File: src/rtl/mips_regfile_param.sv
// mips_regfile_param
// Parametrised dual-write, dual-read MIPS register file. After reset the array
// is cleared by a sweep that zeroes one entry per clock, so the storage itself
// carries no reset logic. Port 2 wins write collisions. Same-cycle write data
// can optionally be forwarded to the read ports.
module mips_regfile_param #(
   parameter int DATA_W   = 32,
   parameter int ADDR_W   = 5,
   parameter int ZERO_REG = 1,
   parameter int BYPASS   = 1
) (
   input  logic              clk,
   input  logic              rst_n,
   input  logic [ADDR_W-1:0] read_reg_1,
   input  logic [ADDR_W-1:0] read_reg_2,
   output logic [DATA_W-1:0] read_data_1,
   output logic [DATA_W-1:0] read_data_2,
   input  logic [ADDR_W-1:0] write_reg,
   input  logic [DATA_W-1:0] write_data,
   input  logic              signal_reg_write,
   input  logic [ADDR_W-1:0] write_reg2,
   input  logic [DATA_W-1:0] write_data2,
   input  logic              signal_reg_write2,
   output logic              ready
);

   localparam int DEPTH = 2 ** ADDR_W;
   localparam logic [ADDR_W-1:0] LAST_IDX  = {ADDR_W{1'b1}};
   localparam logic [ADDR_W-1:0] ZERO_ADDR = {ADDR_W{1'b0}};

   typedef enum logic {
      ST_SWEEP = 1'b0,
      ST_RUN   = 1'b1
   } state_t;

   state_t              r_state;
   logic [ADDR_W-1:0]   r_idx;
   logic                r_ready;
   logic [DATA_W-1:0]   r_regs [DEPTH];

   logic                w_we1;
   logic                w_we2;

   // True when a write to this address must be discarded (hard-wired zero entry).
   function automatic logic addr_dropped(input logic [ADDR_W-1:0] addr);
      return (ZERO_REG != 0) && (addr == ZERO_ADDR);
   endfunction

   // Read-port selection: not-ready forcing, zero entry, bypass (port 2 first), storage.
   function automatic logic [DATA_W-1:0] sel_read(
      input logic              rdy,
      input logic [ADDR_W-1:0] addr,
      input logic [DATA_W-1:0] stored,
      input logic              we1,
      input logic [ADDR_W-1:0] waddr1,
      input logic [DATA_W-1:0] wdata1,
      input logic              we2,
      input logic [ADDR_W-1:0] waddr2,
      input logic [DATA_W-1:0] wdata2
   );
      logic [DATA_W-1:0] v;
      if (!rdy) begin
         v = {DATA_W{1'b0}};
      end else if (addr_dropped(addr)) begin
         v = {DATA_W{1'b0}};
      end else if ((BYPASS != 0) && we2 && (waddr2 == addr)) begin
         v = wdata2;
      end else if ((BYPASS != 0) && we1 && (waddr1 == addr)) begin
         v = wdata1;
      end else begin
         v = stored;
      end
      return v;
   endfunction

   // Effective write enables: only after the sweep, never to the dropped zero entry.
   // The enable is evaluated first so an X address on an idle port stays harmless.
   assign w_we1 = r_ready && signal_reg_write  && !addr_dropped(write_reg);
   assign w_we2 = r_ready && signal_reg_write2 && !addr_dropped(write_reg2);

   assign ready = r_ready;

   // Sweep/run controller: restart the clearing sweep on reset, raise ready on the last entry.
   always_ff @(posedge clk) begin
      if (!rst_n) begin
         r_state <= ST_SWEEP;
         r_idx   <= ZERO_ADDR;
         r_ready <= 1'b0;
      end else begin
         case (r_state)
            ST_SWEEP: begin
               r_idx <= r_idx + ADDR_W'(1'b1);
               if (r_idx == LAST_IDX) begin
                  r_state <= ST_RUN;
                  r_ready <= 1'b1;
               end else begin
                  r_state <= ST_SWEEP;
                  r_ready <= 1'b0;
               end
            end
            ST_RUN: begin
               r_state <= ST_RUN;
               r_ready <= 1'b1;
            end
            default: begin
               r_state <= ST_SWEEP;
               r_idx   <= ZERO_ADDR;
               r_ready <= 1'b0;
            end
         endcase
      end
   end

   // Storage: sweep clears one entry per cycle; in run, port 2 is applied last so it wins collisions.
   always_ff @(posedge clk) begin
      if (rst_n) begin
         if (r_state == ST_SWEEP) begin
            r_regs[r_idx] <= {DATA_W{1'b0}};
         end else begin
            if (w_we1) begin
               r_regs[write_reg] <= write_data;
            end
            if (w_we2) begin
               r_regs[write_reg2] <= write_data2;
            end
         end
      end
   end

   assign read_data_1 = sel_read(r_ready, read_reg_1, r_regs[read_reg_1],
                                 w_we1, write_reg, write_data,
                                 w_we2, write_reg2, write_data2);
   assign read_data_2 = sel_read(r_ready, read_reg_2, r_regs[read_reg_2],
                                 w_we1, write_reg, write_data,
                                 w_we2, write_reg2, write_data2);

endmodule

File: config.mk
export PLATFORM = sky130hd
export DESIGN_NAME = mips_regfile_param
export DESIGN_NICKNAME = d
export VERILOG_FILES = /design/src/rtl/mips_regfile_param.sv
export SDC_FILE = /design/constraint.sdc
export NUM_CORES = 2
export LEC_CHECK = 0
export ABC_AREA = 1
export CAP_MARGIN = 40
export CORE_AREA = 2 2 444 446
export DETAILED_ROUTE_END_ITERATION = 12
export DIE_AREA = 0 0 446 448
export PLACE_DENSITY = 0.57
export SLEW_MARGIN = 20
export SYNTH_ARGS = -nofsm -noshare
export SYNTH_HDL_FRONTEND = slang
export SYNTH_SLANG_ARGS = --single-unit
File: constraint.sdc
create_clock -name clk -period 3.8 [get_ports clk]
set_input_delay 0.76 -clock clk [delete_from_list [all_inputs] [get_ports clk]]
set_output_delay 0.76 -clock clk [all_outputs]
set_load 0.01 [all_outputs]
* Word level (Yosys, flattened, before mapping)
Memory sizes are Yosys's and may differ from the RTL's. Index checks and enable logic that the tools add are counted.
Storage, ports and cells: RAM bits 1024, input port bits 88, logic and storage cells 49, bits in registers 6, memories 1
Memories:
- r_regs | words 32, bits a word 32, rd ports 2, clocked after Yosys merged registers in 0, write ports 2, RTL line 39 | logic [DATA_W-1:0] r_regs [DEPTH];
Cells by class: equal/unequal tests 5, reduce and logical (&&, ||, !) cells 15, bitwise operators 1, add/sub/neg operators 1, multiplexer cells 24
Operators with widths (number):
- $mux 32 | 9
- $reduce_or 32->1 | 1
- $eq 5x5->1 | 4
- $logic_not 5->1 | 4
- $mux 1 | 13
- $logic_and 1x1->1 | 8
- $add 5x1->5 const B | 1
- $eq 5x5->1 const B | 1
- $mux 5 | 1
- $logic_not 1->1 | 2
- $pmux 1 s2 | 1
- $not 1->1 | 1

* Logic depth before layout (Yosys ltp)
depth after elaboration 9, gate-level depth with buffers 15, gate-level depth less buffers 13

* Worst setup path before layout
No wires, ideal clock.
path kind input -> register, start point input write_reg2[0], end point memory r_regs[14][0] (enable), stages 12, path slack 0.800 ns, path buffers 2, data arrival time 2.521 ns, cell sequence clkbuf_2 nor2_4 nand2_1 nand2_2 nor2_4 nand2_2 inv_2 nand2_2 inv_2 nand2_1 clkbuf_1 nand2_1
RTL lines:
- from (decl) | RTL line 21 | input logic [ADDR_W-1:0] write_reg2,
- to (decl) | RTL line 39

* Final worst setup path
start point input read_reg_1[0], end point output read_data_1[16]
On the way: longest elaborated chain between the ends 6, elaborated cells between the ends (all ways) 10, classes of those cells 2 x eq/ne; 4 x mux; 3 x reduce/logical; 1 x memory
RTL lines:
- from (decl) | RTL line 14 | input logic [ADDR_W-1:0] read_reg_1,
- branches (longest 4 deep; another with $mem_v2 32x32)
- $mux 32 * | RTL line 64 | end else if (addr_dropped(addr)) begin
- $mux 32 * | RTL line 62 | if (!rdy) begin
- to (decl) | RTL line 16 | output logic [DATA_W-1:0] read_data_1,
Mark *: on every way between the ends.

==> flow_summary.ini <==
[status]
status = completed

[synthesis]
syn_nets = 9565
avgSynthCellArea_um2 = 7.16
syn_area_mm2 = 0.0678
postSynthCellCount = 9475
yosys_warnings = 0
ys_ff_latch = 1030
ys_types = 31
ys_seq_area_share_pct = 45.5

[pwr]
internal_power_mw = 20.2
comb_power_share_pct = 12.3
p_leak_nw = 34.7
netSwitchingPower_mw = 7.63
p_sw_share_pct = 27.4
totalPowerFinal_mw = 27.8
power-per-cell-area_mw_per_mm2 = 342
peakVddDrop_v = 0.000365
p_seq_share_pct = 44.7
clkPwrFrac_pct = 43.0

[cells_and_area]
syn_to_final_growth_pct = 19.7
stdcell_area_mm2 = 0.0812
drive_gt1_share_pct = 10.6
finalNonFillerCells = 12200
fin_util_pct = 41.7
fin_nets = 9675

[sta]
fin_crit_ns = 3.74
worstMarginPinSlew_ns = 0.883
fin_crit_sh_pct = 98.3
timing.fmax_mhz = 268
finalHoldViolCount = 0
tns_ns = 0
slew_viol_final = 0
skew_ns = 0.0303
max_slew_margin_pct = 41.1
rsz0062_at_grt = false
setup_viol = 0

[routing]
routedWlPerCell_um = 26.5
first_pass_iters = 9
avgViaCountPerCell = 5.77
num_vias = 70600
drc = 0
routed_wl_mm = 324
antenna_left = 0
drt_iter0_drc = 10700

[setup_path]
worstSetupPathType = in -> out
crit_arrival_ns = 2.98
startpoint_type = primary input
critPathMaxFanout = 33
end_kind = output port
crit_required_ns = 3.04

[place]
dp.cells = 12000
placed_area_mm2 = 0.0771
gp_congestion = 0.967
io_buffers = 152
dpl.hpwl_mm = 209

[floorplanning]
dieArea_mm2 = 0.200
die_w_um = 446
start_util_pct = 34.9
core_area_mm2 = 0.195
die_y_um = 448
rows = 162
io_pins = 153

[clock_tree]
clock-sinks = 1030
cts_buffers = 119
insertion_delay_ns = 0.79
clk_path_buf_depth = 3
cts_tree = done
cts-root-buf = clkbuf_16
ctsHoldBuffers = 0
clk_pin_slew_ns = 0.06
cts_max_level = 3

[grt]
antenna_found_initial = 14
grt.total_usage_pct = 31.5
grt_pass1_vias = 65500
grt_overflow = 0
grt_pass1_wl_mm = 463
grt_max_degree = 65

[worst_hold_path]
hold_path_class = reg -> reg

[flow_run]
timing.max_cap.violations = 0
==> metal layers <==
metal / routed length [um] / up-vias / share of wire (%) / track usage, %
met5: 34 / - / 0.010 / 0
met4: 26600 / 6 / 8.2 / 22.4
met3: 37500 / 1136 / 12 / 6.21
met2: 140000 / 5030 / 43 / 48.3
met1: 120000 / 33200 / 37 / 39.9
li1: - / 31200 / - / -
==> worst max-delay path, stage by stage <==
cell           delay, ns
buf_8               0.15
buf_12              0.26
buf_12              0.23
buf_12              0.18
nand2_1             0.06
nand3_1             0.18
nand3_1             0.17
nand3_1             0.15
nand3_2             0.20
nand3_1             0.17
a21oi_1             0.08
dlygate4sd2_1       0.29
==> path summary, 6_finish.rpt <==
path                               startpoint  slack, ns         endpoint  cells past startpoint
worst min-delay path                 r_idx[4]       0.52         r_idx[4]                      2
worst max-delay path            read_reg_1[0]       0.06  read_data_1[16]                     12
worst max register to register          ready       0.82    r_regs[0][12]                     13
worst min register to register       r_idx[4]       0.52         r_idx[4]                      2
==> repair_timing <==
action,in CTS,in global routing
cloned,2,0
resized for setup,96,2
pin swaps,1,0
buffers inserted,6,0
endpoints found under the setup margin,64,2
==> cells by family after synthesis <==
family	after synthesis	share of synthesized area, %
AOI/OAI and AO/OA	1200	9.16
adders and majority gates	2	0.0369
DFF	1030	45.5
buffers and inverters	1986	12.2
and+or+nand+nor	5243	32.9
xor gates and xnor gates	14	0.181
==> state kept, by name, summed over array words and instances (netlist names) <==
signal  count
r_regs   1024
ready       1
r_idx       5
==> cells in the final DEF (no fill, tap or decap), drive strengths merged, types with 13 or more instances in the layout <==
| master | n |
|---|---|
| nand2 | 3190 |
| buf | 673 |
| diode | 13 |
| o211ai | 64 |
| a21oi | 70 |
| inv | 1162 |
| clkbuf | 140 |
| nand3 | 1990 |
| dlygate4sd2 | 69 |
| edfxtp | 1024 |
| or2 | 15 |
| clkinv | 59 |
| clkdlybuf4s50 | 71 |
| bufinv | 14 |
| nor2 | 34 |
| o21ai | 1066 |
==> final cells by class <==
cell class	count	area (um^2)
repair buffers	817	9820
multi-input cells	6459	29000
flip-flops and latches	1030	30900
inverters	1158	4390
well taps	2542	3180
fillers	19300	113000
diodes	13	32.5
clock buffers	140	3060
clock inverters	81	808
==> synthesized netlist by cell type <==
cell type,number,area share (%)
nand2_1,3185,18
nand3_1,1990,15
inv_1,1115,6.2
edfxtp_1,1024,45
o21ai_0,711,5.2
clkbuf_1,419,2.3
o21ai_1,342,2.5
buf_2,251,1.9
buf_1,78,0.43
a21oi_1,70,0.52
o211ai_1,64,0.71
buf_6,63,1.0
inv_2,39,0.22
nor2_1,25,0.14
buf_4,16,0.18
or2_2,15,0.14
o21ai_2,13,0.17
xnor2_1,9,0.12
nor2_2,7,0.065
dfxtp_1,6,0.18
nand2_2,5,0.046
nand4_1,5,0.046
xor2_1,5,0.065
clkinv_1,4,0.022
nor3_1,4,0.030
nor3_2,3,0.044
ha_1,2,0.037
nor2_4,2,0.033
and2_1,1,0.0092
clkbuf_2,1,0.0074
nor4_1,1,0.0092
==> metrics by stage <==
step | hold WS (ns) | setup WS (ns)
2_1_floorplan | 0.475 | 0.800
3_3_place_gp | 0.504 | -0.225
3_5_place_dp | 0.505 | -0.236
4_1_cts | 0.513 | 0.00374
5_1_grt | 0.546 | 0.0169
6_report | 0.517 | 0.0649
==> power groups by stage <==
stage               Sequential [mW]  Clock [mW]  Combinational (mW)
floorplan                      12.6           0                1.49
global placement               12.7           0                3.28
detailed placement             12.7           0                3.29
CTS                            12.4        12.0                3.31
global route                   12.4        12.4                3.52
finish                         12.4        11.9                3.43
(Power assumes the default switching activity.)
